### src/rtl/frame_config_sequencer.sv
// frame_config_sequencer: column configuration controller.
// Collects an address word plus NUM_ROWS data words over valid/ready,
// presents them on FrameData and fires one FrameStrobe line with one
// cycle of setup before and one cycle of hold after the pulse.
// Optional build macro FRAME_CHECK_EN adds a trailing XOR check word
// that must match before the strobe is issued.
module frame_config_sequencer #(
  parameter int MaxFramesPerCol = 20,
  parameter int FrameBitsPerRow = 32,
  parameter int NUM_ROWS        = 4,
  parameter int STROBE_CYCLES   = 1
) (
  input  logic                                CLK,
  input  logic                                resetn,
  input  logic [FrameBitsPerRow-1:0]          s_data,
  input  logic                                s_valid,
  output logic                                s_ready,
  input  logic                                err_clr,
  output logic [NUM_ROWS*FrameBitsPerRow-1:0] FrameData,
  output logic [MaxFramesPerCol-1:0]          FrameStrobe,
  output logic                                busy,
  output logic                                frame_err,
  output logic [15:0]                         frames_done
);

  localparam int DW = NUM_ROWS * FrameBitsPerRow;
  localparam int CW = $clog2(NUM_ROWS + 1);
  localparam int SW = $clog2(STROBE_CYCLES + 1);

  typedef enum logic [2:0] {
    S_IDLE,
    S_LOAD,
    S_CHECK,
    S_SETUP,
    S_STROBE,
    S_HOLD
  } state_t;

  state_t                 r_state;
  state_t                 w_state_next;
  logic [7:0]             r_index;
  logic [CW-1:0]          r_word_cnt;
  logic [SW-1:0]          r_strobe_cnt;
  logic [DW-1:0]          r_data;
  logic [MaxFramesPerCol-1:0] r_strobe;
  logic                   r_err;
  logic [15:0]            r_done;

  logic                   w_accept;
  logic                   w_sync_ok;
  logic                   w_index_ok;
  logic                   w_last_word;
  logic                   w_strobe_last;
  logic                   w_err_set;
  logic [MaxFramesPerCol-1:0] w_onehot;

`ifdef FRAME_CHECK_EN
  logic [FrameBitsPerRow-1:0] r_xor;
  assign s_ready = (r_state == S_IDLE) || (r_state == S_LOAD) || (r_state == S_CHECK);
`else
  assign s_ready = (r_state == S_IDLE) || (r_state == S_LOAD);
`endif

  assign w_accept      = s_valid & s_ready;
  assign w_sync_ok     = (s_data[31:24] == 8'hFA);
  assign w_index_ok    = (32'(r_index) < MaxFramesPerCol);
  assign w_last_word   = (r_word_cnt == CW'(NUM_ROWS - 1));
  assign w_strobe_last = (r_strobe_cnt == SW'(STROBE_CYCLES - 1));

  // Decode the latched frame index into the strobe pattern.
  genvar gi;
  generate
    for (gi = 0; gi < MaxFramesPerCol; gi++) begin : g_onehot
      assign w_onehot[gi] = (r_index == 8'(gi));
    end
  endgenerate

  assign FrameData   = r_data;
  assign FrameStrobe = r_strobe;
  assign busy        = (r_state != S_IDLE);
  assign frame_err   = r_err;
  assign frames_done = r_done;

  // State register.
  always_ff @(posedge CLK or negedge resetn) begin
    if (!resetn) r_state <= S_IDLE;
    else         r_state <= w_state_next;
  end

  // Next-state logic and error detection.
  always_comb begin
    w_state_next = r_state;
    w_err_set    = 1'b0;
    case (r_state)
      S_IDLE: begin
        if (w_accept) begin
          if (w_sync_ok) w_state_next = S_LOAD;
          else           w_err_set    = 1'b1;
        end
      end
      S_LOAD: begin
        if (w_accept && w_last_word) begin
          if (!w_index_ok) begin
            // Out-of-range frame: data already consumed, skip the strobe.
            w_state_next = S_IDLE;
            w_err_set    = 1'b1;
          end else begin
`ifdef FRAME_CHECK_EN
            w_state_next = S_CHECK;
`else
            w_state_next = S_SETUP;
`endif
          end
        end
      end
`ifdef FRAME_CHECK_EN
      S_CHECK: begin
        if (w_accept) begin
          if (s_data == r_xor) begin
            w_state_next = S_SETUP;
          end else begin
            w_state_next = S_IDLE;
            w_err_set    = 1'b1;
          end
        end
      end
`endif
      S_SETUP:  w_state_next = S_STROBE;
      S_STROBE: if (w_strobe_last) w_state_next = S_HOLD;
      S_HOLD:   w_state_next = S_IDLE;
      default:  w_state_next = S_IDLE;
    endcase
  end

  // Latch the frame index and shift data words into the frame register.
  always_ff @(posedge CLK or negedge resetn) begin
    if (!resetn) begin
      r_index    <= '0;
      r_word_cnt <= '0;
      r_data     <= '0;
    end else begin
      if ((r_state == S_IDLE) && w_accept && w_sync_ok) begin
        r_index    <= s_data[7:0];
        r_word_cnt <= '0;
      end
      if ((r_state == S_LOAD) && w_accept) begin
        r_data     <= (r_data << FrameBitsPerRow) | DW'(s_data);
        r_word_cnt <= r_word_cnt + CW'(1);
      end
    end
  end

`ifdef FRAME_CHECK_EN
  // Running XOR of address and data words for the trailing check word.
  always_ff @(posedge CLK or negedge resetn) begin
    if (!resetn) begin
      r_xor <= '0;
    end else if (w_accept && (r_state == S_IDLE)) begin
      r_xor <= s_data;
    end else if (w_accept && (r_state == S_LOAD)) begin
      r_xor <= r_xor ^ s_data;
    end
  end
`endif

  // Strobe width counter and registered strobe output.
  always_ff @(posedge CLK or negedge resetn) begin
    if (!resetn) begin
      r_strobe_cnt <= '0;
      r_strobe     <= '0;
    end else begin
      if (r_state == S_SETUP)       r_strobe_cnt <= '0;
      else if (r_state == S_STROBE) r_strobe_cnt <= r_strobe_cnt + SW'(1);
      r_strobe <= (w_state_next == S_STROBE) ? w_onehot : '0;
    end
  end

  // Completed-frame counter and sticky error flag (set wins over clear).
  always_ff @(posedge CLK or negedge resetn) begin
    if (!resetn) begin
      r_done <= '0;
      r_err  <= 1'b0;
    end else begin
      if (r_state == S_HOLD) r_done <= r_done + 16'd1;
      if (w_err_set)         r_err  <= 1'b1;
      else if (err_clr)      r_err  <= 1'b0;
    end
  end

endmodule

### config.mk
export PLATFORM = sky130hd
export DESIGN_NAME = frame_config_sequencer
export DESIGN_NICKNAME = d
export VERILOG_FILES = /design/src/rtl/frame_config_sequencer.sv
export SDC_FILE = /design/constraint.sdc
export NUM_CORES = 1
export LEC_CHECK = 0
export CAP_MARGIN = 10
export CORE_MARGIN = 4
export CORE_UTILIZATION = 48
export DETAILED_ROUTE_END_ITERATION = 7
export PLACE_DENSITY = 0.86
export SLEW_MARGIN = 0
export SYNTH_ARGS = -nofsm -noshare
export SYNTH_HDL_FRONTEND = slang
export SYNTH_SLANG_ARGS = --single-unit
### constraint.sdc
create_clock -name CLK -period 1.75 [get_ports CLK]
set_input_delay 0.2625 -clock CLK [delete_from_list [all_inputs] [get_ports CLK]]
set_output_delay 0.2625 -clock CLK [all_outputs]
set_load 0.02 [all_outputs]
==> metrics.txt <==
GRT Residual Overflow=0; Pre-Repair DR Iteration Count=6; Detailed Route Iter0 Violations=372; synth warn=0; slowest stage delay, CP=630 ps; routed vias=5,538; CTS buffer count=17; gpl congestion=0.796; sequential share of power=37.5%; crit path DAT=1430 ps; Clk network pwr share=22.4%; register area=0.00450 sq mm; Post-Synthesis Cells=724; Residual DRC=0; syn nets=763; first-pass GRT wire length=27,500 um; Bufs and invs on worst path=1; unrepaired setup endpoints after global routing=true; largest net degree at the start of global routing=120; cell row count=44; die area=0.0167 sq mm; Post-Syn Area=0.00705 sq mm; Worst Tran Pin Value=621 ps; wire per inst=15.2 um; Ports=203; Max Cap Viol=0; FF-to-FF End=r_index[2]; min-delay src=s_data[8]; Post-DP HPWL=11,800 um; Pwr Density=1770 mW/mm^2; switching power total=6.58 mW; internal reg-to-reg setup slack=130 ps; hold_ws=372 ps; layout cell share with drive strength beyond 1=7.73%; synth unique cells=41; Port Buffers=202; H-tree lvl count=4; CTS clk-pin slew, worst paths=60 ps; Die Width=129 um; min cycle time layout=1700 ps; Worst Hold End=FrameData[8]; CP max stage cell=clkdlybuf4s50_1; drt total wl=17,100 um; GRT Total Usage=20.9%; Synth area leaders=dfrtp_1 (64%), nand2_1 (21%), buf_6 (1.9%); CP Launch Type=flop; hold crit path type=input pin to flop; area of the multi-input gates=0.00232 sq mm; leading area contributor after synthesis=dfrtp_1; post-synth top area share=63.9%; crit-path max FO=3; ANT cells=0; Final Hold Viols=0; CTS Buffer Depth=2; Top delay family on crit path=buffers and inverters; status=complete, no violations; Post-Syn Area per Cell=9.74 sq um; reg2reg path depth=5; Final ANT Viol Nets=0; post-layout util=69.1%; starting density of the core=48.7%; Int Pwr=11.2 mW; Logic pwr share=40.2%; Fillers=1,105; TritonCTS clock tree=done; Final #Nets=971; Critical R2R Launch=r_state[2]; Via density=4.91; sequential fraction of the synthesis area=63.9%; Rel. slew slack=58.6%; crit end category=output pin; clk sinks=180; Core Box Area=0.0145 sq mm; Max Freq=0.590 GHz; flops & latches, synth=180; Lkg Pwr=5.46 nW; skew final=7.06 ps; CP cell instances=clkdlybuf4s50_1; area grow syn2layout=41.9%; die extent in y=129 um; antenna violations before repair=0; final setup vio count=0; worst vdd ir=1.42 mV; Tcrit/Tclk final=96.9%; Critical Path RT=1490 ps; clock root cell=clkbuf_16; sw frac=37.1%; number of global-route vias before repair=5,445; clk_lat worst skew=420 ps; critical path class=flop to output pin; final-report max-slew violation count=0; Hold Path Depth=3
[metal layers]
| layer | global-route usage, % | vias to the layer above | routed length (um) |
|---|---|---|---|
| met5 | 0 | - | 0 |
| met4 | 8.09 | 0 | 395 |
| met3 | 6.43 | 22 | 972 |
| met2 | 33.7 | 149 | 8670 |
| met1 | 26.6 | 2686 | 7080 |
| li1 | - | 2681 | - |
[worst max path at each step]
| stage | to | startpoint | cells after the start | slack (ps) |
|---|---|---|---|---|
| 2_1_floorplan | frames_done[12] | frames_done[0] | 5 | 180 |
| 4_1_cts | FrameData[37] | FrameData[37] | 1 | 1 |
| 6_report | FrameData[56] | FrameData[56] | 1 | 50 |
| 3_3_place_gp | FrameStrobe[18] | s_data[30] | 5 | -140 |
| 5_1_grt | FrameData[56] | FrameData[56] | 1 | -20 |
| 3_5_place_dp | FrameStrobe[19] | s_data[25] | 5 | -180 |
[registers in the layout, indices dropped and copies added, names as in the netlist]
| signal | cells |
|---|---|
| FrameData | 128 |
| FrameStrobe | 20 |
| frame_err | 1 |
| frames_done | 16 |
| r_index | 8 |
| r_state | 3 |
| r_strobe_cnt | 1 |
| r_word_cnt | 3 |
[power by group through the flow]
stage / Sequential (mW) / Clock, mW / Combinational, mW
floorplan: 8.18 / 0 / 2.07
global placement: 6.64 / 0 / 7.11
detailed placement: 6.71 / 0 / 7.26
CTS: 6.66 / 4.05 / 7.26
global route: 6.83 / 4.26 / 7.71
finish: 6.65 / 3.97 / 7.13
[layout make-up]
type	instances	share of cell area, %
Timing Repair Buffer	221	23.1
Tap cell	184	2.30
Multi-Input combinational cell	508	23.2
Clock buffer	19	4.42
Inverter	4	0.150
Sequential cell	180	45.0
Clock inverter	12	1.80
[cell usage in the layout (no fill, tap or decap), drive strengths merged, types with 6 or more instances in the layout]
master	instances
dlymetal6s2s	29
buf	19
dfrtp	180
clkbuf	20
nor2	25
nor3	7
xor2	6
nand3	10
nand2	398
dlygate4sd2	9
xnor2	9
clkdlybuf4s50	161
mux2	10
[synthesized netlist by cell type (all sizes together)]
cell type / instances
nor4b: 3
and3b: 1
xnor2: 9
nand4b: 1
buf: 30
nand3: 10
and4: 2
dfrtp: 180
o22ai: 1
o21ai: 2
a32oi: 1
or3: 1
mux2: 10
o21bai: 1
and4bb: 1
a31o: 1
and3: 5
nor2b: 3
a21oi: 4
nor2: 25
nor4: 3
nand3b: 4
a311o: 1
ha: 3
clkbuf: 2
inv: 4
nand4: 4
nand2: 398
xor2: 6
nor3: 7
nand2b: 1
[through the flow]
step           cells  cell area, sq um  total power [mW]  setup WS [ps]  setup TNS (ps)
3_3_place_gp    1096              9310              13.7           -137           -1790
5_1_grt         1128             10000              18.8          -15.2           -17.9
4_1_cts         1128              9930              18.0           1.22               0
6_report        1128             10000              17.7           54.7               0
3_5_place_dp    1096              9310              14.0           -183           -2220
2_1_floorplan    724              7050              10.3            178               0
[cell families (layout without fill, tap and decap cells)]
family | Yosys count | count (layout) | share of synthesized area, %
AOI/OAI and AO/OA | 11 | 11 | 1.01
xor gates and xnor gates | 15 | 15 | 1.86
adders and majority gates | 3 | 3 | 0.532
buffers and inverters | 36 | 256 | 3.60
DFF | 180 | 180 | 63.9
muxes | 10 | 10 | 1.60
and+or+nand+nor | 469 | 469 | 27.5
[what timing repair did]
action                                  in CTS  in global routing
hold buffers                                 1                  0
endpoints found under the setup margin      11                 32
setup buffers                                0                  0
resized for setup                           16                 31
hold endpoints to repair                   114                  0
cloned                                       0                  0
Power figures use the tool's default switching activity.
